`config.mk`:
```
export PLATFORM = sky130hd
export DESIGN_NAME = ttt_game_ctrl
export DESIGN_NICKNAME = d
export VERILOG_FILES = /design/src/rtl/ttt_pkg.sv /design/src/rtl/ttt_win_check.sv /design/src/rtl/ttt_game_ctrl.sv
export SDC_FILE = /design/constraint.sdc
export NUM_CORES = 1
export LEC_CHECK = 0
export BUFFER_PORTS_ARGS = -buffer_cell sky130_fd_sc_hd__buf_2
export CAP_MARGIN = 10
export CELL_PAD_IN_SITES_DETAIL_PLACEMENT = 0
export CELL_PAD_IN_SITES_GLOBAL_PLACEMENT = 1
export CORE_AREA = 2 2 91 102
export CTS_BUF_LIST = sky130_fd_sc_hd__clkbuf_4
export DETAILED_ROUTE_END_ITERATION = 10
export DIE_AREA = 0 0 93 104
export GPL_ROUTABILITY_DRIVEN = 1
export PLACE_DENSITY_LB_ADDON = 0.1
export SLEW_MARGIN = 20
export SYNTH_ARGS = -nofsm -noshare
export SYNTH_HDL_FRONTEND = slang
export SYNTH_SLANG_ARGS = --single-unit
```
`constraint.sdc`:
```
create_clock -name clk -period 4.3 [get_ports clk]
set_clock_uncertainty 0.1 [all_clocks]
set_input_delay 0.215 -clock clk [delete_from_list [all_inputs] [get_ports clk]]
set_output_delay 0.215 -clock clk [all_outputs]
set_load 0.02 [all_outputs]
```
`src/rtl/ttt_pkg.sv`:
```
// Shared encodings, FSM state type, win-line table and cursor helper
// for the tic-tac-toe game-state controller.
package ttt_pkg;

    localparam logic [1:0] CELL_EMPTY  = 2'b00;
    localparam logic [1:0] CELL_P1     = 2'b01;
    localparam logic [1:0] CELL_P2     = 2'b10;
    localparam logic [1:0] WINNER_NONE = 2'b00;
    localparam logic [1:0] WINNER_DRAW = 2'b11;

    localparam logic [3:0] CENTER_CELL = 4'd4;
    localparam logic [3:0] NUM_CELLS   = 4'd9;
    localparam int         NUM_LINES   = 8;

    typedef enum logic [1:0] { PLAY, CHECK, OVER } state_e;
    typedef enum logic [1:0] { DIR_UP, DIR_DOWN, DIR_LEFT, DIR_RIGHT } dir_e;

    // Cell-index triples, ordered to match the win_line bit positions.
    localparam logic [3:0] LINES [NUM_LINES][3] = '{
        '{4'd0, 4'd1, 4'd2},
        '{4'd3, 4'd4, 4'd5},
        '{4'd6, 4'd7, 4'd8},
        '{4'd0, 4'd3, 4'd6},
        '{4'd1, 4'd4, 4'd7},
        '{4'd2, 4'd5, 4'd8},
        '{4'd0, 4'd4, 4'd8},
        '{4'd2, 4'd4, 4'd6}
    };

    function automatic logic [3:0] move_cursor(input logic [3:0] cur, input dir_e dir,
                                               input logic wrap);
        logic [1:0] row;
        logic [1:0] col;
        row = 2'(cur / 4'd3);
        col = 2'(cur % 4'd3);
        unique case (dir)
            DIR_UP:    row = (row == 2'd0) ? (wrap ? 2'd2 : 2'd0) : row - 2'd1;
            DIR_DOWN:  row = (row == 2'd2) ? (wrap ? 2'd0 : 2'd2) : row + 2'd1;
            DIR_LEFT:  col = (col == 2'd0) ? (wrap ? 2'd2 : 2'd0) : col - 2'd1;
            DIR_RIGHT: col = (col == 2'd2) ? (wrap ? 2'd0 : 2'd2) : col + 2'd1;
        endcase
        return {2'b00, row} * 4'd3 + {2'b00, col};
    endfunction

endpackage

```
`src/rtl/ttt_win_check.sv`:
```
// Combinational line detector: flags whether `player` owns a complete line
// and reports the lowest-numbered such line one-hot.
module ttt_win_check
    import ttt_pkg::*;
(
    input  logic [17:0] board,
    input  logic [1:0]  player,
    output logic        win,
    output logic [7:0]  win_line
);

    always_comb begin
        // NOTE: outputs take a default before the loop so no path leaves them unassigned (no latch).
        win      = 1'b0;
        win_line = '0;
        for (int l = 0; l < NUM_LINES; l++) begin
            if (!win
                && board[2*LINES[l][0] +: 2] == player
                && board[2*LINES[l][1] +: 2] == player
                && board[2*LINES[l][2] +: 2] == player) begin
                win         = 1'b1;
                win_line[l] = 1'b1;
            end
        end
    end

endmodule

```
`src/rtl/ttt_game_ctrl.sv`:
```
// Tic-tac-toe game-state controller: button edge detection, cursor, placement,
// turn alternation and win/draw resolution, all held in registers for the renderer.
module ttt_game_ctrl
    import ttt_pkg::*;
#(
    parameter int START_PLAYER = 1,
    parameter int WRAP_CURSOR  = 1
) (
    input  logic        clk,
    input  logic        rst,
    input  logic        btn_up,
    input  logic        btn_down,
    input  logic        btn_left,
    input  logic        btn_right,
    input  logic        btn_sel,
    output logic [17:0] board,
    output logic [3:0]  cursor,
    output logic [1:0]  turn,
    output logic        game_over,
    output logic [1:0]  winner,
    output logic [7:0]  win_line,
    output logic        illegal
);

    localparam logic [1:0] START_TURN = (START_PLAYER == 2) ? CELL_P2 : CELL_P1;
    localparam logic       WRAP       = (WRAP_CURSOR != 0);

    localparam int BTN_RIGHT = 0;
    localparam int BTN_LEFT  = 1;
    localparam int BTN_DOWN  = 2;
    localparam int BTN_UP    = 3;
    localparam int BTN_SEL   = 4;

    logic [4:0]  btn, prev_q, press;
    state_e      state_q, state_d;
    logic [17:0] board_q, board_d;
    logic [3:0]  cursor_q, cursor_d;
    logic [3:0]  move_count_q, move_count_d;
    logic [1:0]  turn_q, turn_d;
    logic [1:0]  winner_q, winner_d;
    logic [7:0]  win_line_q, win_line_d;
    logic        game_over_q, game_over_d;
    logic        illegal_q, illegal_d;
    logic        line_win;
    logic [7:0]  line_mask;

    assign btn   = {btn_sel, btn_up, btn_down, btn_left, btn_right};
    assign press = btn & ~prev_q;

    ttt_win_check u_win_check (
        .board    (board_q),
        .player   (turn_q),
        .win      (line_win),
        .win_line (line_mask)
    );

    always_comb begin
        state_d      = state_q;
        board_d      = board_q;
        cursor_d     = cursor_q;
        move_count_d = move_count_q;
        turn_d       = turn_q;
        winner_d     = winner_q;
        win_line_d   = win_line_q;
        game_over_d  = game_over_q;
        illegal_d    = 1'b0;
        case (state_q)
            PLAY: begin
                // Fixed priority: sel > up > down > left > right; the rest are dropped.
                if (press[BTN_SEL]) begin
                    if (board_q[2*cursor_q +: 2] == CELL_EMPTY) begin
                        board_d[2*cursor_q +: 2] = turn_q;
                        move_count_d             = move_count_q + 4'd1;
                        state_d                  = CHECK;
                    end else begin
                        illegal_d = 1'b1;
                    end
                end else if (press[BTN_UP]) begin
                    cursor_d = move_cursor(cursor_q, DIR_UP, WRAP);
                end else if (press[BTN_DOWN]) begin
                    cursor_d = move_cursor(cursor_q, DIR_DOWN, WRAP);
                end else if (press[BTN_LEFT]) begin
                    cursor_d = move_cursor(cursor_q, DIR_LEFT, WRAP);
                end else if (press[BTN_RIGHT]) begin
                    cursor_d = move_cursor(cursor_q, DIR_RIGHT, WRAP);
                end
            end
            CHECK: begin
                if (line_win) begin
                    winner_d    = turn_q;
                    win_line_d  = line_mask;
                    game_over_d = 1'b1;
                    state_d     = OVER;
                end else if (move_count_q == NUM_CELLS) begin
                    winner_d    = WINNER_DRAW;
                    win_line_d  = '0;
                    game_over_d = 1'b1;
                    state_d     = OVER;
                end else begin
                    turn_d  = (turn_q == CELL_P1) ? CELL_P2 : CELL_P1;
                    state_d = PLAY;
                end
            end
            OVER: begin
                if (press[BTN_SEL]) begin
                    state_d      = PLAY;
                    board_d      = '0;
                    cursor_d     = CENTER_CELL;
                    move_count_d = '0;
                    turn_d       = START_TURN;
                    winner_d     = WINNER_NONE;
                    win_line_d   = '0;
                    game_over_d  = 1'b0;
                end
            end
            default: state_d = PLAY;
        endcase
    end

    // NOTE: state registers use non-blocking assignments so every flop samples pre-edge values.
    always_ff @(posedge clk) begin
        if (rst) begin
            prev_q       <= '1;
            state_q      <= PLAY;
            board_q      <= '0;
            cursor_q     <= CENTER_CELL;
            move_count_q <= '0;
            turn_q       <= START_TURN;
            winner_q     <= WINNER_NONE;
            win_line_q   <= '0;
            game_over_q  <= 1'b0;
            illegal_q    <= 1'b0;
        end else begin
            prev_q       <= btn;
            state_q      <= state_d;
            board_q      <= board_d;
            cursor_q     <= cursor_d;
            move_count_q <= move_count_d;
            turn_q       <= turn_d;
            winner_q     <= winner_d;
            win_line_q   <= win_line_d;
            game_over_q  <= game_over_d;
            illegal_q    <= illegal_d;
        end
    end

    assign board     = board_q;
    assign cursor    = cursor_q;
    assign turn      = turn_q;
    assign game_over = game_over_q;
    assign winner    = winner_q;
    assign win_line  = win_line_q;
    assign illegal   = illegal_q;

endmodule

```
**Yosys cells after proc, flatten, opt, wreduce, memory -nomap -nowiden**

Index checks and enable logic that the tools add are counted.

- Multiplexer cells: 76
- Div/mod/pow operators: 2
- Shifts and indexed selects: 3
- Eq/ne operators: 23
- Bitwise logic cells: 4
- Multipliers: 3
- Reduce and logical (&&, ||, !) cells: 42
- Add/sub/neg operators: 10

Operators by type and width:

| kind | number |
|---|---|
| $mux 2 | 33 |
| $mux 18 | 3 |
| $mux 4 | 9 |
| $pmux 18 s2 | 1 |
| $neg 5->34 | 1 |
| $shift 2x34->18 const A | 1 |
| $shiftx 2x34->18 | 1 |
| $mux 8 | 3 |
| $logic_and 1x1->1 | 23 |
| $mux 1 | 19 |
| $bwmux 18 | 1 |
| $eq 2x2->1 | 9 |
| $shiftx 18x6->2 | 1 |
| $add 4x2->4 | 4 |
| $pmux 4 s2 | 2 |
| $pmux 8 s2 | 1 |
| $mul 2x2->4 const B | 3 |
| $ne 2x2->1 const B | 6 |
| $reduce_and 4->1 | 3 |
| $logic_not 2->1 | 4 |
| $pmux 2 s2 | 2 |
| $logic_not 1->1 | 7 |
| $eq 2x2->1 const B | 3 |
| $pmux 2 s3 | 1 |
| 16 further kinds | 22 |

- Register bits: 47
- Input port bits: 7

**Longest topological paths before layout**

Gate-level depths: netlist (run 1).

- Depth in word-level cells: 41
- Mapped depth: 23

**Hierarchy**

A second synthesis (run 1) with hierarchy kept.

- Cells, all modules: 412
- Area, all modules: 3295.7 sq um

Modules (own cells, without submodules):

| module | sequential area each (sq um) | cells each | instances | area each (sq um) |
|---|---|---|---|---|
| ttt_game_ctrl | 940.9 | 339 | 1 | 2815.2 |
| ttt_win_check | 0.0 | 73 | 1 | 480.5 |

**Worst setup path before layout (run 1)**

OpenSTA, ideal clock, no wires.

- Path type: register -> register
- Start point: register cursor_q[2], in the netlist cursor[2]
- End point: register cursor_q[3], in the netlist cursor[3]
- Path slack: -0.380 ns
- Buffers on the path: 2
- Cell stages (with the launch flop): 23
- Required time: 4.072 ns
- Library setup time: 0.128 ns
- Arrival time: 4.452 ns
- Path through: dfxtp_1 > clkbuf_1 > inv_1 > nor2_1 > ha_1 > inv_1 > ha_1 > nand2_1 > inv_1 > xnor2_1 > ha_1 > nand2b_1 > clkbuf_1 > mux2_2 > ha_1 > mux2_2 > ha_1 > a21o_1 > and3b_1 > o311ai_0 > a21oi_1 > a31oi_1 > nor2_1

- Longest elaborated chain between the ends: 16
- Elaborated cells on any way between the ends: 45
- Classes of those cells: 8 x add/sub; 3 x mul; 2 x div; 2 x eq/ne; 28 x mux; 2 x reduce/logical

RTL lines:

| item | line | source |
|---|---|---|
| start, declared | ttt_game_ctrl.sv:37 | `logic [3:0] cursor_q, cursor_d;` |
| start signal, assigned | ttt_game_ctrl.sv:137 | `cursor_q <= cursor_d;` |
| branches (longest 13 deep; another with $div 4x2->4) | n/a |  |
| $mux 4 (*) | ttt_game_ctrl.sv:78 | `end else if (press[BTN_UP]) begin` |
| $mux 4 (*) | ttt_game_ctrl.sv:70 | `if (press[BTN_SEL]) begin` |
| $pmux 4 s2 (*) | ttt_game_ctrl.sv:67 | `case (state_q)` |

Mark *: on every way between the ends. The select of a mux whose other input is x is not followed.
A chain may end at the register's enable or synchronous reset.

**Worst setup path after layout (run 1)**

Same ends and word-level chain as after synthesis.

==> results_dict.tcl, run 1 <==
set metrics [dict create \
    outcome "finished clean" \
    regArea_um2 942 \
    post-route-util_pct 45.3 \
    cp-end-kind "register" \
    yosysTopAreaCellShare_pct 27.3 \
    fillerInstances 934 \
    vias 3210 \
    fin_setup_tns_ps 0 \
    worst-slew-pin-transition_ps 1030 \
    place.port_buffers 42 \
    dieWidth_um 93 \
    clk_pin_slew_ps 150 \
    synthesis.nets 448 \
    routed_wl_mm 9.88 \
    gp_congestion 0.873 \
    cts_tree "yes" \
    coreArea_um2 8650 \
    syn_to_final_growth_pct 13.7 \
    drv_slew 0 \
    drive_above_1_share_pct 18.7 \
    synthTopCellsByArea "dfxtp_1 27%, ha_1 9.1%, mux2i_1 6.4%" \
    firstDrtPassIters 5 \
    synthCells 413 \
    grt_pass1_wl_mm 15.9 \
    ys_seq_area_share_pct 27.3 \
    ys_types 68 \
    die_y_um 104 \
    yosys.area.top_type "dfxtp_1" \
    fmax_mhz 254 \
    root_buffer "clkbuf_4" \
    dp_hpwl_mm 7.55 \
    wl_per_cell_um 17.2 \
    multi_input_area_um2 2340 \
    netlist_area_um2 3450 \
    period_needed_ps 3930 \
    antenna_found_initial 0 \
    clockBufferDepth 2 \
    initial_core_util_pct 39.8 \
    final_common_cell "nand2_1" \
    overflow 0 \
    clkLatencyLatePin_ps 370 \
    p_leak_nw 1.69 \
    synth_flop_cell "dfxtp_1" \
    synth.ff_latch_count 47 \
    cts.htree.levels 2 \
    clkSinkCount 47 \
    drv_cap 0 \
    worst-path-max-fanout 4 \
    fin_nets 494 \
    hold_violations 0 \
    power_density_nw_per_um2 503 \
    drcViolationCount 0 \
    finalCritPeriodShare_pct 91.5 \
    worstSetupStartpointType "register" \
    async_reset_ff_share_pct 0 \
    grt_pass1_vias 3019 \
    vdd_drop_max_uv 484 \
    crit_type "reg -> reg" \
    ys_warn_count 0 \
    post_synth.cell_area_avg_um2 8.34 \
    drtIter0Drc 111 \
    antenna_cells 0 \
    cp.arrival_ps 4090 \
    final_antenna_net_count 0 \
    row_count 36 \
    synth-edff-count 0 \
    die-area_um2 9670 \
    cts_buffers 5 \
    rsz0062_at_grt "false" \
    io_pins 43 \
    layout_common_cells "54 x nand2_1, 46 x dfxtp_1, 42 x buf_2" \
    setup_viol 0 \
    avgViaCountPerCell 5.59 \
    maxSlewHeadroom_pct 31.3 \
    grt_max_degree 27 \
    required_ps 4460 \
    hold_path.class "in -> reg" \
    grt_use_total_pct 20.8 \
]
==> final timing paths <==
check / startpoint / end / slack, ps / cells after the start
max: cursor[2] / cursor[3] / 370 / 20
min: rst / cursor[3] / 180 / 2
max reg2reg: cursor[2] / cursor[3] / 370 / 20
min reg2reg: game_over / game_over / 360 / 2
==> repair_timing <==
item / 4_1_cts / 5_1_grt
resized for setup: 0 / 1
hold buffers: 5 / 0
setup endpoints to repair: 0 / 1
hold endpoints to repair: 5 / 0
buffers inserted: 0 / 0
==> flip-flops by register name, summed over array words and instances, names as in the netlist <==
| name | count |
|---|---|
| game_over | 1 |
| state_q | 2 |
| illegal | 1 |
| prev_q | 5 |
| turn | 2 |
| win_line | 8 |
| move_count_q | 4 |
| board | 18 |
| cursor | 4 |
| winner | 2 |
==> worst max-delay path: stages (launching register included) <==
cell and delay [ps]:
dfxtp_2 350, inv_1 40, nor2_1 120, ha_1 160
inv_1 40, ha_1 210, nand2_1 90, inv_1 100
xnor2_2 180, ha_1 160, nand2b_1 120, mux2_2 380
ha_1 300, mux2_2 300, ha_1 300, a21o_1 170
and3b_1 160, o311ai_1 230, a21oi_1 100, a31oi_1 160
nor2_1 50
==> logic make-up after synthesis <==
logic type / share of synthesized area, %
flops: 27.3
compound gates: 17.3
buf+inv: 5.01
mux: 8.35
fa+ha+maj: 10.8
xor+xnor: 2.80
simple gates: 28.4
==> layer usage <==
metal	wire, um	up-vias	track usage (%)
met3	346	20	2.46
met1	4100	1523	25.3
met5	0	-	0
li1	-	1586	-
met4	251	0	6.41
met2	5180	81	37.7
==> report_power, final <==
group	switching, mW	leakage [nW]	internal, mW
Combinational	0.714	1.27	0.499
Clock	0.155	0.0432	0.123
Sequential	0.0245	0.381	0.458
Total	0.893	1.69	1.08
==> Yosys cell counts (10+ instances only) <==
master,instances
mux2i_1,22
nand2_1,54
ha_1,25
dfxtp_1,47
nor2_1,35
nor3_1,17
clkbuf_1,11
nand3_1,12
a21oi_1,14
and3_1,10
inv_1,20
==> through the flow <==
step | hold WS (ps) | total power, mW | setup WS [ps] | instance area (um^2) | cells
final | 180 | 1.97 | 367 | 3920 | 574
after global routing | 182 | 2.18 | 24.0 | 3920 | 574
after CTS | 176 | 2.00 | 276 | 3920 | 574
after detailed placement | 312 | 1.70 | 293 | 3790 | 561
after global placement | 304 | 1.68 | 398 | 3790 | 561
after floorplan | 209 | 1.38 | 25.9 | 3460 | 413
==> area by class of cell <==
class / instances / area share, %
flip-flops and latches: 47 / 24.0
clock buffers: 5 / 0.958
well taps: 114 / 3.64
multi-input cells: 327 / 59.7
clock inverters: 3 / 1.09
repair buffers: 57 / 8.56
inverters: 21 / 2.01
(Power assumes the default switching activity.)
==> inputs of run 2 (changes only) <==
Settings changed: CORE_AREA 2 2 91 102 to 2 2 90 101, DIE_AREA 0 0 93 104 to 0 0 92 103, SYNTH_HIERARCHICAL set to 1.
==> results_dict.tcl, run 2 <==
set metrics [dict create \
    outcome "finished clean" \
    initial_core_util_pct 38.5 \
    yosysMostFrequentCell "dfxtp_1" \
    clkSinkCount 47 \
    power_density_nw_per_um2 489 \
    synthTopCellsByArea "dfxtp_1 29%, ha_1 7.2%, nor2_1 4.3%" \
    final_common_cell "dfxtp_1" \
    gp_congestion 0.882 \
    clk_pin_slew_ps 170 \
    largest_register_ff_count 18 \
    cts_buffers 5 \
    hold_slack_ps 189 \
    antenna_cells 0 \
    grt_max_degree 34 \
    drcViolationCount 0 \
    hold_violations 0 \
    vdd_drop_max_uv 423 \
    cts_tree "yes" \
    synthCells 412 \
    synth-edff-count 0 \
    cts.htree.levels 2 \
    max_stage_delay_ps 510 \
    finalCritPeriodShare_pct 89.7 \
    io_pins 43 \
    final_antenna_net_count 0 \
    maxSlewHeadroom_pct 33.5 \
    clockBufferDepth 2 \
    crit_type "reg -> reg" \
    ys_warn_count 6 \
    die_y_um 103 \
    path_common_cell "ha_1" \
    crit_chain "nor2b_1 > ha_1 > inv_1 > ha_1 > a21boi_0 > xnor2_1 > ha_1 > or4_1 > a31oi_1 > ha_1 > a21oi_1 > nor2b_1 > xnor2_1 > a211oi_1 > a211oi_1 > nor3_1" \
    wl_per_cell_um 16.7 \
    clkLatencyLatePin_ps 380 \
    hold_depth 2 \
    routed_wl_mm 9.52 \
    cts_resized 0 \
    post_synth.cell_area_avg_um2 8.00 \
    setup_viol 0 \
    synth_flop_cell "dfxtp_1" \
    period_needed_ps 3860 \
    cp.arrival_ps 4070 \
    rsz0062_at_grt "false" \
    cp-end-kind "register" \
    avgViaCountPerCell 5.52 \
    syn_to_final_growth_pct 14.0 \
    p_leak_nw 1.60 \
    fin_setup_tns_ps 0 \
    firstDrtPassIters 5 \
    grt_pass1_vias 2997 \
    drive_above_1_share_pct 17.5 \
    yosysTopAreaCellShare_pct 28.5 \
    place.port_buffers 42 \
    grt_use_total_pct 20.6 \
    post-route-util_pct 43.9 \
    required_ps 4510 \
    ys_seq_area_share_pct 28.5 \
    r2r_end "cursor[3]" \
    drtIter0Drc 129 \
    post_cts_buffers 0 \
    synth_common_cells "47 x dfxtp_1, 38 x nor2_1, 34 x nand2_1" \
    reg2regPathDepth 16 \
    yosys.area.top_type "dfxtp_1" \
    fmax_mhz 259 \
    worst-slew-pin-transition_ps 989 \
    hp-start "rst" \
    drv_slew 0 \
    fillerInstances 898 \
    coreArea_um2 8560 \
    layout_common_cells "47 x dfxtp_1, 42 x buf_2, 38 x nor2_1" \
    vias 3150 \
    place_inst 558 \
    grt_pass1_wl_mm 15.5 \
    power_mw 1.84 \
    row_count 36 \
    root_buffer "clkbuf_4" \
    synthesis.nets 441 \
    worst-path-max-fanout 8 \
    worstSetupStartpointType "register" \
    r2r_start "cursor[2]" \
    ff2ff_setup_slack_ps 440 \
    synth.ff_latch_count 47 \
    hold_end "winner[0]" \
    cpMaxStageDelayCell "or4_1" \
    ys_types 57 \
    async_reset_ff_share_pct 0 \
    hold_path.class "in -> reg" \
    overflow 0 \
    fin_cells 571 \
    antenna_found_initial 0 \
    netlist_area_um2 3300 \
    fin_nets 485 \
    drv_cap 0 \
    die-area_um2 9480 \
    dieWidth_um 92 \
    dp_hpwl_mm 7.22 \
]
[run 2: cell count changes in the layout (fill, tap and decap cells not counted), sizes merged, moves of 4 or more]
cell and delta:
or2 +6, xnor2 +4, o22ai +4, mux2i -14, and2 +5, nand3 +10
nor3 +7, inv -5, o311ai +4, a22oi +6, nand2 -20, nor3b -4
ha -6
[run 2: what timing repair did]
action,in CTS,in global routing
endpoints found under the hold margin,5,0
hold buffers,5,0
setup endpoints to repair,0,0
[run 2: how the worst max path moves through the flow]
stage	from	end	slack (ps)	cells past startpoint
after floorplan	cursor[2]	cursor[2]	30	20
after global placement	cursor[2]	cursor[3]	560	16
after detailed placement	cursor[2]	cursor[3]	470	16
after CTS	cursor[2]	cursor[3]	430	16
after global routing	cursor[2]	cursor[3]	10	16
final	cursor[2]	cursor[3]	440	16
[run 2: cell type report]
type | count | area, um^2 | area share (%)
Inverter | 16 | 60.1 | 1.60
Multi-Input combinational cell | 328 | 2190 | 58.2
Sequential cell | 47 | 941 | 25.0
Timing Repair Buffer | 58 | 343 | 9.13
Tap cell | 114 | 143 | 3.80
Clock inverter | 3 | 46.3 | 1.23
Clock buffer | 5 | 37.5 | 0.999
[run 2: metrics by stage]
stage | worst slack (ps) | area, um^2
2_1_floorplan | 26.8 | 3300
3_3_place_gp | 555 | 3620
3_5_place_dp | 465 | 3620
4_1_cts | 427 | 3760
5_1_grt | 11.5 | 3760
6_report | 442 | 3760
[run 2: cells by family (layout without fill, tap and decap cells)]
| kind of cell | after synthesis | count (layout) | share of synthesized area (%) |
|---|---|---|---|
| xor+xnor | 17 | 17 | 4.52 |
| buf+inv | 37 | 82 | 5.12 |
| simple gates | 198 | 198 | 31.5 |
| fa+ha+maj | 22 | 22 | 9.04 |
| flops | 47 | 47 | 28.5 |
| compound gates | 81 | 81 | 17.8 |
| mux | 10 | 10 | 3.45 |
[run 2: per-layer routing]
metal  track usage (%)  share of wire, %  up-vias
met5                 0                 0        -
met4              6.31               2.0        0
met3              2.63               3.2       16
met2              38.2                51       75
met1              24.9                43     1476
li1                  -                 -     1583
[run 2: worst max-delay path, delay by kind of cell (launching register included)]
kind	cells	cell delay, ps
xor+xnor	2	290
flops	1	480
buf+inv	1	40
fa+ha+maj	4	990
compound gates	5	910
simple gates	4	990
[run 2: report_power, final]
| part | switching (mW) | internal (mW) |
|---|---|---|
| logic | 0.617 | 0.446 |
| registers | 0.0282 | 0.456 |
| clock network | 0.165 | 0.125 |
| total | 0.810 | 1.03 |
